<file path="src/rtl/da_pkg.sv">
// rtl/da_pkg.sv - shared state enum and bit-plane index width for the DA datapath
package da_pkg;
    localparam int T_W = 8;

    typedef enum logic {
        DA_IDLE   = 1'b0,
        DA_STREAM = 1'b1
    } da_state_e;
endpackage

</file>
<file path="src/rtl/da_plane_fold.sv">
// rtl/da_plane_fold.sv - folds one bit-plane into the element-0 bit and XNOR address
module da_plane_fold #(
    parameter int K = 4
) (
    input  logic [K-1:0] plane_i,
    output logic         a0_o,
    output logic [K-2:0] addr_o
);
    assign a0_o   = plane_i[0];
    assign addr_o = ~(plane_i[K-1:1] ^ {(K-1){plane_i[0]}});
endmodule

</file>
<file path="src/rtl/da_addr_gen.sv">
// rtl/da_addr_gen.sv - streams LSB-first bit-plane addresses of an activation vector
module da_addr_gen
    import da_pkg::*;
#(
    parameter int DATA_WIDTH_A = 8,
    parameter int K            = 4
) (
    input  logic                           clk,
    input  logic                           rst,
    input  logic                           in_valid,
    output logic                           in_ready,
    input  logic signed [DATA_WIDTH_A-1:0] A [K],
    input  logic                           flush,
    output logic                           gen_done,
    input  logic                           out_ready,
    output logic                           A0,
    output logic [K-2:0]                   addr_array,
    output logic [T_W-1:0]                 t,
    output logic                           last_bit
);
    localparam logic [T_W-1:0] T_LAST = T_W'(DATA_WIDTH_A - 1);

    da_state_e               state_q;
    logic [T_W-1:0]          t_q;
    logic [DATA_WIDTH_A-1:0] sr_q [K];
    logic [K-1:0]            plane;
    logic                    fold_a0;
    logic [K-2:0]            fold_addr;
    logic                    is_last;
    logic                    accept;
    logic                    advance;

    assign gen_done = (state_q == DA_STREAM);
    assign is_last  = gen_done && (t_q == T_LAST);
    assign in_ready = !rst && !flush && (!gen_done || (is_last && out_ready));
    assign accept   = in_valid && in_ready;
    assign advance  = gen_done && out_ready;

    // Bit 0 of each shift-register lane is always the plane currently on the outputs.
    always_comb begin
        plane = '0;
        for (int i = 0; i < K; i++) begin
            plane[i] = sr_q[i][0];
        end
    end

    da_plane_fold #(.K(K)) u_fold (
        .plane_i (plane),
        .a0_o    (fold_a0),
        .addr_o  (fold_addr)
    );

    assign A0         = gen_done & fold_a0;
    assign addr_array = gen_done ? fold_addr : '0;
    assign t          = t_q;
    assign last_bit   = is_last;

    always_ff @(posedge clk) begin
        if (rst || flush) begin
            state_q <= DA_IDLE;
            t_q     <= '0;
            for (int i = 0; i < K; i++) sr_q[i] <= '0;
        end else if (accept) begin
            state_q <= DA_STREAM;
            t_q     <= '0;
            for (int i = 0; i < K; i++) sr_q[i] <= A[i];
        end else if (advance) begin
            if (is_last) begin
                state_q <= DA_IDLE;
                t_q     <= '0;
                for (int i = 0; i < K; i++) sr_q[i] <= '0;
            end else begin
                t_q <= t_q + 1'b1;
                for (int i = 0; i < K; i++) sr_q[i] <= sr_q[i] >> 1;
            end
        end
    end
endmodule

</file>
<file path="config.mk">
export PLATFORM = sky130hd
export DESIGN_NAME = da_addr_gen
export DESIGN_NICKNAME = d
export VERILOG_FILES = /design/src/rtl/da_pkg.sv /design/src/rtl/da_plane_fold.sv /design/src/rtl/da_addr_gen.sv
export SDC_FILE = /design/constraint.sdc
export NUM_CORES = 1
export LEC_CHECK = 0
export CAP_MARGIN = 20
export CORE_MARGIN = 1
export CORE_UTILIZATION = 48
export DETAILED_ROUTE_END_ITERATION = 12
export GPL_ROUTABILITY_DRIVEN = 0
export PLACE_DENSITY_LB_ADDON = 0.15
export SKIP_CTS_REPAIR_TIMING = 1
export SYNTH_ARGS = -nofsm -noshare
export SYNTH_HDL_FRONTEND = slang
export SYNTH_SLANG_ARGS = --single-unit
</file>
<file path="constraint.sdc">
create_clock -name clk -period 2.64 [get_ports clk]
set_clock_uncertainty 0.05 [all_clocks]
set_input_delay 0.528 -clock clk [delete_from_list [all_inputs] [get_ports clk]]
set_output_delay 0.528 -clock clk [all_outputs]
set_load 0.01 [all_outputs]
</file>
==> key figures, run 1 <==
STA
  • Hold slack final: 428 ps
  • Minimum setup slack in the final design: 158 ps
  • Relative slew slack: 0.430
  • Worst-margin pin slew: 855 ps
  • Share of the clock period used by the worst path: 0.940
  • Count of final hold-check violations: 0
  • Final Critical Period: 2480 ps
  • Total negative slack for setup checks: 0 ps
  • RSZ-0062 raised after global routing: false
  • Max Clock Freq: 403 MHz
  • Number of failing setup endpoints in the final timing report: 0
  • Number of pins with negative max-slew slack in the final report: 0

Clock tree
  • Worst-skew pair later-pin latency: 300 ps
  • Clock transition at path regs: 80 ps
  • Total CTS buffers: 5
  • CTS tree: yes
  • Worst-case clock buffer depth: 2
  • Clock tree root buffer cell: clkbuf_8
  • Number of levels the H-tree was split into: 2
  • Clock tree sinks: 41

Flow run
  • Maximum capacitance violations: 0

Final layout
  • Number of nets in the layout: 247
  • N_diodes: 0
  • Number of inserted filler cells in the final layout: 262
  • Fraction of final layout cells with drive strength greater than 1: 0.143
  • Layout overhead on the synthesized area: 38.1%
  • Combined area of the multi-input logic cells: 694 um2
  • Most common cell after layout, fill and taps aside: clkdlybuf4s50_1
  • Reg area: 1100 um2
  • Top library cells by usage in the layout, fill and taps aside: clkdlybuf4s50_1 (49), a32o_1 (30), edfxtp_1 (28)

Critical path
  • Critical path start-end classification: flop to output port
  • Worst setup SP type: flop
  • Kind of end point of the critical path: output port
  • Highest-delay cell along the critical path: or3b_2
  • Critical path data required time: 2060 ps
  • Slowest cell delay on critical path: 460 ps
  • Worst Path Arrival: 1900 ps
  • Max Fanout on Critical Path: 2
  • Ordered cell list for the critical path: ha_1, or3b_2, o31a_2, nor3_1, dlymetal6s2s_1

GRT
  • First-pass GRT wire length: 6710 um
  • Total grt overflow: 0
  • Via count of the first global-routing pass: 1422
  • Antenna violations before repair: 0
  • Total GRT Usage: 0.215
  • Largest net degree at the start of global routing: 33

Route
  • Vias after detailed routing: 1503
  • Detailed Routing Iterations Pass 1: 4
  • WL final: 4250 um
  • Residual DRC count: 0
  • WL per Instance: 16.5 um
  • Starting DRC count in detailed routing: 89
  • Antenna Violating Nets Remaining: 0
  • Vias per cell: 5.83

Synth
  • Sequential fraction of the synthesis area: 0.574
  • Synthesis-stage register bit count: 41
  • Synthesized netlist net count: 188
  • Synthesized instance count: 150
  • Post-synthesis async set-or-reset flop share: 0
  • Library cells used by synthesis: 36
  • Top flip-flop cell by instance count after synthesis: edfxtp_1
  • Syn. warnings: 0
  • Synthesized cell area: 1920 um2
  • Count of flip-flops with a built-in enable after synthesis: 28
  • Mean instance size in the synthesized netlist: 12.8 um2

Pwr
  • Total Power Consumption: 1.47 mW
  • Largest vdd supply drop: 0.410 mV
  • Pleak: 0.972 nW
  • Pwr Density: 555 nW/um2

Place
  • Hpwl dp: 3020 um
  • Count of buffers inserted at the top-level ports: 51
  • Post-place setup slack: -57.1 ps

Hold path
  • Hold crit path type: flop to flop

Status
  • Run status: completed

Floorplan
  • Vertical extent of the die: 65.2 um
  • Core Box Area: 3740 um2
  • Die area: 4260 um2
  • Die Wd: 65.2 um
  • Starting density of the core: 0.513
  • Number of placed I/O pins: 52
  • Number of placement rows: 22
## power breakdown
group / total (mW) / switching (mW) / internal, mW
combinational: 0.136 / 0.0547 / 0.0810
clock: 0.609 / 0.228 / 0.381
sequential: 0.727 / 0.0114 / 0.715
## cell usage after synthesis (2+ instances only)
master,count,area [um2]
a211oi_1,5,37.5
a21boi_0,2,15.0
a32o_1,30,300
and2_1,3,18.8
buf_2,4,20.0
buf_6,2,22.5
buf_8,2,30.0
clkbuf_1,5,18.8
dfxtp_1,13,260
edfxtp_1,28,841
inv_1,10,37.5
nand2_1,5,18.8
nand3_1,3,15.0
nand4_1,2,12.5
nor2_1,4,15.0
nor3_1,3,15.0
o21ai_0,6,30.0
or3_1,3,18.8
xor2_1,3,26.3
## layer usage
| layer | global-route usage | up-vias | share of wire | wire [um] |
|---|---|---|---|---|
| met1 | 0.267 | 712 | 0.42 | 1800 |
| met4 | 0.0788 | 0 | 0.017 | 72 |
| met3 | 0.0729 | 10 | 0.070 | 296 |
| met5 | 0 | - | 0 | 0 |
| li1 | - | 723 | - | - |
| met2 | 0.347 | 58 | 0.49 | 2080 |
## critical path: cells and delay by family (launching register included)
kind                     cells  cell delay [ps]
buffers and inverters        1              180
AO/OA/AOI/OAI                1              310
AND/OR/NAND/NOR              2              580
flip-flops                   1              350
adder cells (fa/ha/maj)      1              180
## registers in the layout (all words and copies together), names as in the netlist
name / cells
t: 8
sr_q: 32
gen_done: 1
## cells by family (layout without fill, tap and decap cells)
kind of cell / Yosys count / after routing / synth area share
flip-flops: 41 / 41 / 0.574
multiplexers: 1 / 1 / 0.00522
XOR/XNOR: 4 / 4 / 0.0183
AO/OA/AOI/OAI: 51 / 51 / 0.240
adder cells (fa/ha/maj): 1 / 1 / 0.00652
AND/OR/NAND/NOR: 29 / 29 / 0.0893
buffers and inverters: 23 / 83 / 0.0671
## area by class of cell
class	count	area share
inverter	10	0.0142
multi-input combinational	86	0.262
clock buffer	5	0.0260
tap	48	0.0227
clock inverter	3	0.0260
timing repair buffer	65	0.234
sequential	41	0.415
## per-stage QoR
stage / cell area [um2] / utilization / std cells
3_3_place_gp: 2510 / 0.670 / 250
3_5_place_dp: 2510 / 0.670 / 250
5_1_grt: 2650 / 0.708 / 258
6_report: 2650 / 0.708 / 258
4_1_cts: 2650 / 0.707 / 258
2_1_floorplan: 1920 / - / 150
## final timing paths
| kind | start | end | slack (ps) | depth (start not counted) |
|---|---|---|---|---|
| setup / recovery | t[0] | in_ready | 160 | 5 |
| hold / removal | sr_q[3][7] | sr_q[3][7] | 430 | 1 |
| setup reg to reg | t[0] | sr_q[0][0] | 260 | 5 |
| hold reg to reg | sr_q[3][7] | sr_q[3][7] | 430 | 1 |
No activity file was read; power rests on OpenSTA's default activity.
==> run 2: changes to the inputs <==
==> constraint.sdc (replaced) <==
create_clock -name clk -period 2.7 [get_ports clk]
set_clock_uncertainty 0.05 [all_clocks]
set_input_delay 0.54 -clock clk [delete_from_list [all_inputs] [get_ports clk]]
set_output_delay 0.54 -clock clk [all_outputs]
set_load 0.01 [all_outputs]
==> key figures, run 2 (same netlist as run 1, synthesis figures left out) <==
Route
  • Vias after detailed routing: 1496 (-0.47%)
  • WL final: 4010 um (-5.4%)
  • Vias per cell: 5.82 (about the same)
  • Antenna Violating Nets Remaining: 0 (unchanged)
  • Detailed Routing Iterations Pass 1: 4 (unchanged)
  • Starting DRC count in detailed routing: 75 (-16%)
  • Residual DRC count: 0 (unchanged)
  • WL per Instance: 15.6 um (-5.1%)

STA
  • Final Critical Period: 2470 ps
  • Share of the clock period used by the worst path: 0.916
  • Count of final hold-check violations: 0 (unchanged)
  • RSZ-0062 raised after global routing: false
  • Max Clock Freq: 404 MHz
  • Relative slew slack: 0.434 (+0.00391)
  • Worst-margin pin slew: 850 ps (-5.86 ps)
  • Number of failing setup endpoints in the final timing report: 0 (unchanged)
  • Number of pins with negative max-slew slack in the final report: 0 (unchanged)

Critical path
  • Critical path data required time: 2110 ps (+50 ps)
  • Worst Path Arrival: 1880 ps (-20 ps)
  • Kind of end point of the critical path: output port
  • Beginning of the critical path: t[0]
  • Worst setup SP type: flop
  • Critical path start-end classification: flop to output port
  • Startpoint of the lowest-slack register-to-register path: t[0]
  • Max Fanout on Critical Path: 2 (unchanged)

Pwr
  • Share of power burned in the clock network: 0.314 (-0.100)
  • Fraction of power consumed by combinational cells: 0.107 (+0.015)
  • Pleak: 0.944 nW (-2.9%)
  • Pwr Density: 474 nW/um2 (-15%)
  • Net Sw Frac: 0.221 (+0.0205)
  • Design internal power: 0.957 mW (-19%)
  • Sw Pwr: 0.271 mW (-8.0%)
  • Largest vdd supply drop: 0.375 mV (-8.7%)
  • Sequential cell fraction of total power: 0.579 (+0.085)

Place
  • Count of buffers inserted at the top-level ports: 51 (unchanged)
  • Post-Place Cells: 249 (-0.40%)
  • Hpwl dp: 2860 um (-5.4%)
  • Placed standard-cell area: 2500 um2 (-0.30%)

Clock tree
  • Clock tree root buffer cell: clkbuf_8
  • Clock transition at path regs: 70 ps (about the same)
  • Clock tree sinks: 41 (unchanged)
  • CTS tree: yes
  • Worst-skew pair later-pin latency: 290 ps (about the same)
  • Worst-case clock buffer depth: 2 (unchanged)
  • Number of levels the H-tree was split into: 2 (unchanged)
  • Total CTS buffers: 5 (unchanged)

Final layout
  • Fin util: 0.693 (-0.0157)
  • Number of nets in the layout: 246 (-0.40%)
  • Most common cell after layout, fill and taps aside: clkdlybuf4s50_1
  • Fraction of final layout cells with drive strength greater than 1: 0.134 (-0.00889)
  • Top library cells by usage in the layout, fill and taps aside: clkdlybuf4s50_1 (49), a32o_1 (30), edfxtp_1 (28)
  • Number of standard cells in the final layout excluding fillers: 257 (-0.39%)
  • N_diodes: 0 (unchanged)
  • Register containing the most flip-flops in the final layout: sr_q
  • Max reg flops: 32 (unchanged)
  • Final non-filler cell area: 2590 um2 (-2.2%)
  • Layout overhead on the synthesized area: 35.1%

Floorplan
  • Starting density of the core: 0.513 (unchanged)
  • Number of placed I/O pins: 52 (unchanged)
  • Vertical extent of the die: 65.2 um (unchanged)
  • Core Box Area: 3740 um2 (unchanged)
  • Die Wd: 65.2 um (unchanged)
  • Die area: 4260 um2 (unchanged)
  • Number of placement rows: 22 (unchanged)

Flow run
  • Maximum capacitance violations: 0 (unchanged)

GRT
  • Via count of the first global-routing pass: 1411 (-0.77%)
  • Total GRT Usage: 0.205 (-0.0102)
  • Largest net degree at the start of global routing: 33 (unchanged)
  • Antenna violations before repair: 0 (unchanged)
  • Total grt overflow: 0 (unchanged)
  • First-pass GRT wire length: 6490 um (-3.3%)

Hold path
  • Hold path start: sr_q[0][7]
  • Hold crit path type: flop to flop

Status
  • Run status: completed
-- run 2: power by group through the flow --
stage	Combinational, mW	Sequential (mW)	Clock (mW)
finish	0.132	0.711	0.386
global route	0.142	0.713	0.421
CTS	0.133	0.710	0.401
detailed placement	0.132	0.725	0
global placement	0.129	0.724	0
floorplan	0.0518	0.722	0
-- run 2: worst paths after layout --
kind         cells after the start  slack, ps    endpoint
max                              5        230    in_ready
min                              2        430  sr_q[0][7]
max reg2reg                      5        330  sr_q[1][1]
min reg2reg                      2        430  sr_q[0][7]
-- run 2: worst max-delay path: stages, from the launching register on --
cell            delay [ps]
dfxtp_1                340
ha_1                   180
or3b_2                 460
o31a_2                 310
nor3_1                 120
dlymetal6s2s_1         180
-- run 2: layer usage --
layer	wire length, um	global-route usage
met1	1800	0.266
met2	1880	0.326
met3	261	0.0521
met4	68	0.0815
met5	0	0
-- run 2: area by class of cell --
class	count	area, um2
Timing Repair Buffer	64	613
Sequential cell	41	1100
Multi-Input combinational cell	86	694
Tap cell	48	60.1
Clock buffer	5	68.8
Fill cell	280	1150
Inverter	10	37.5
Clock inverter	3	17.5
-- run 2: metrics by stage --
step	worst slack (ps)	setup TNS [ps]	total power [mW]	hold slack, ps
after floorplan	320	0	0.774	392
final	226	0	1.23	435
after global placement	-28.0	-28.0	0.852	398
after global routing	89.4	0	1.28	463
after detailed placement	-14.5	-14.5	0.857	429
after CTS	-190	-300	1.24	442
==> run 3: changes to the inputs <==
--- a/config.mk
+++ b/config.mk
@@ -10,8 +10,10 @@
 export CORE_UTILIZATION = 48
 export DETAILED_ROUTE_END_ITERATION = 12
 export GPL_ROUTABILITY_DRIVEN = 0
+export HOLD_SLACK_MARGIN = 0.02
 export PLACE_DENSITY_LB_ADDON = 0.15
 export SKIP_CTS_REPAIR_TIMING = 1
+export SLEW_MARGIN = 10
 export SYNTH_ARGS = -nofsm -noshare
 export SYNTH_HDL_FRONTEND = slang
 export SYNTH_SLANG_ARGS = --single-unit
==> results of run 3 <==
The final DEF is identical to that of run 2; final timing and power are the same.
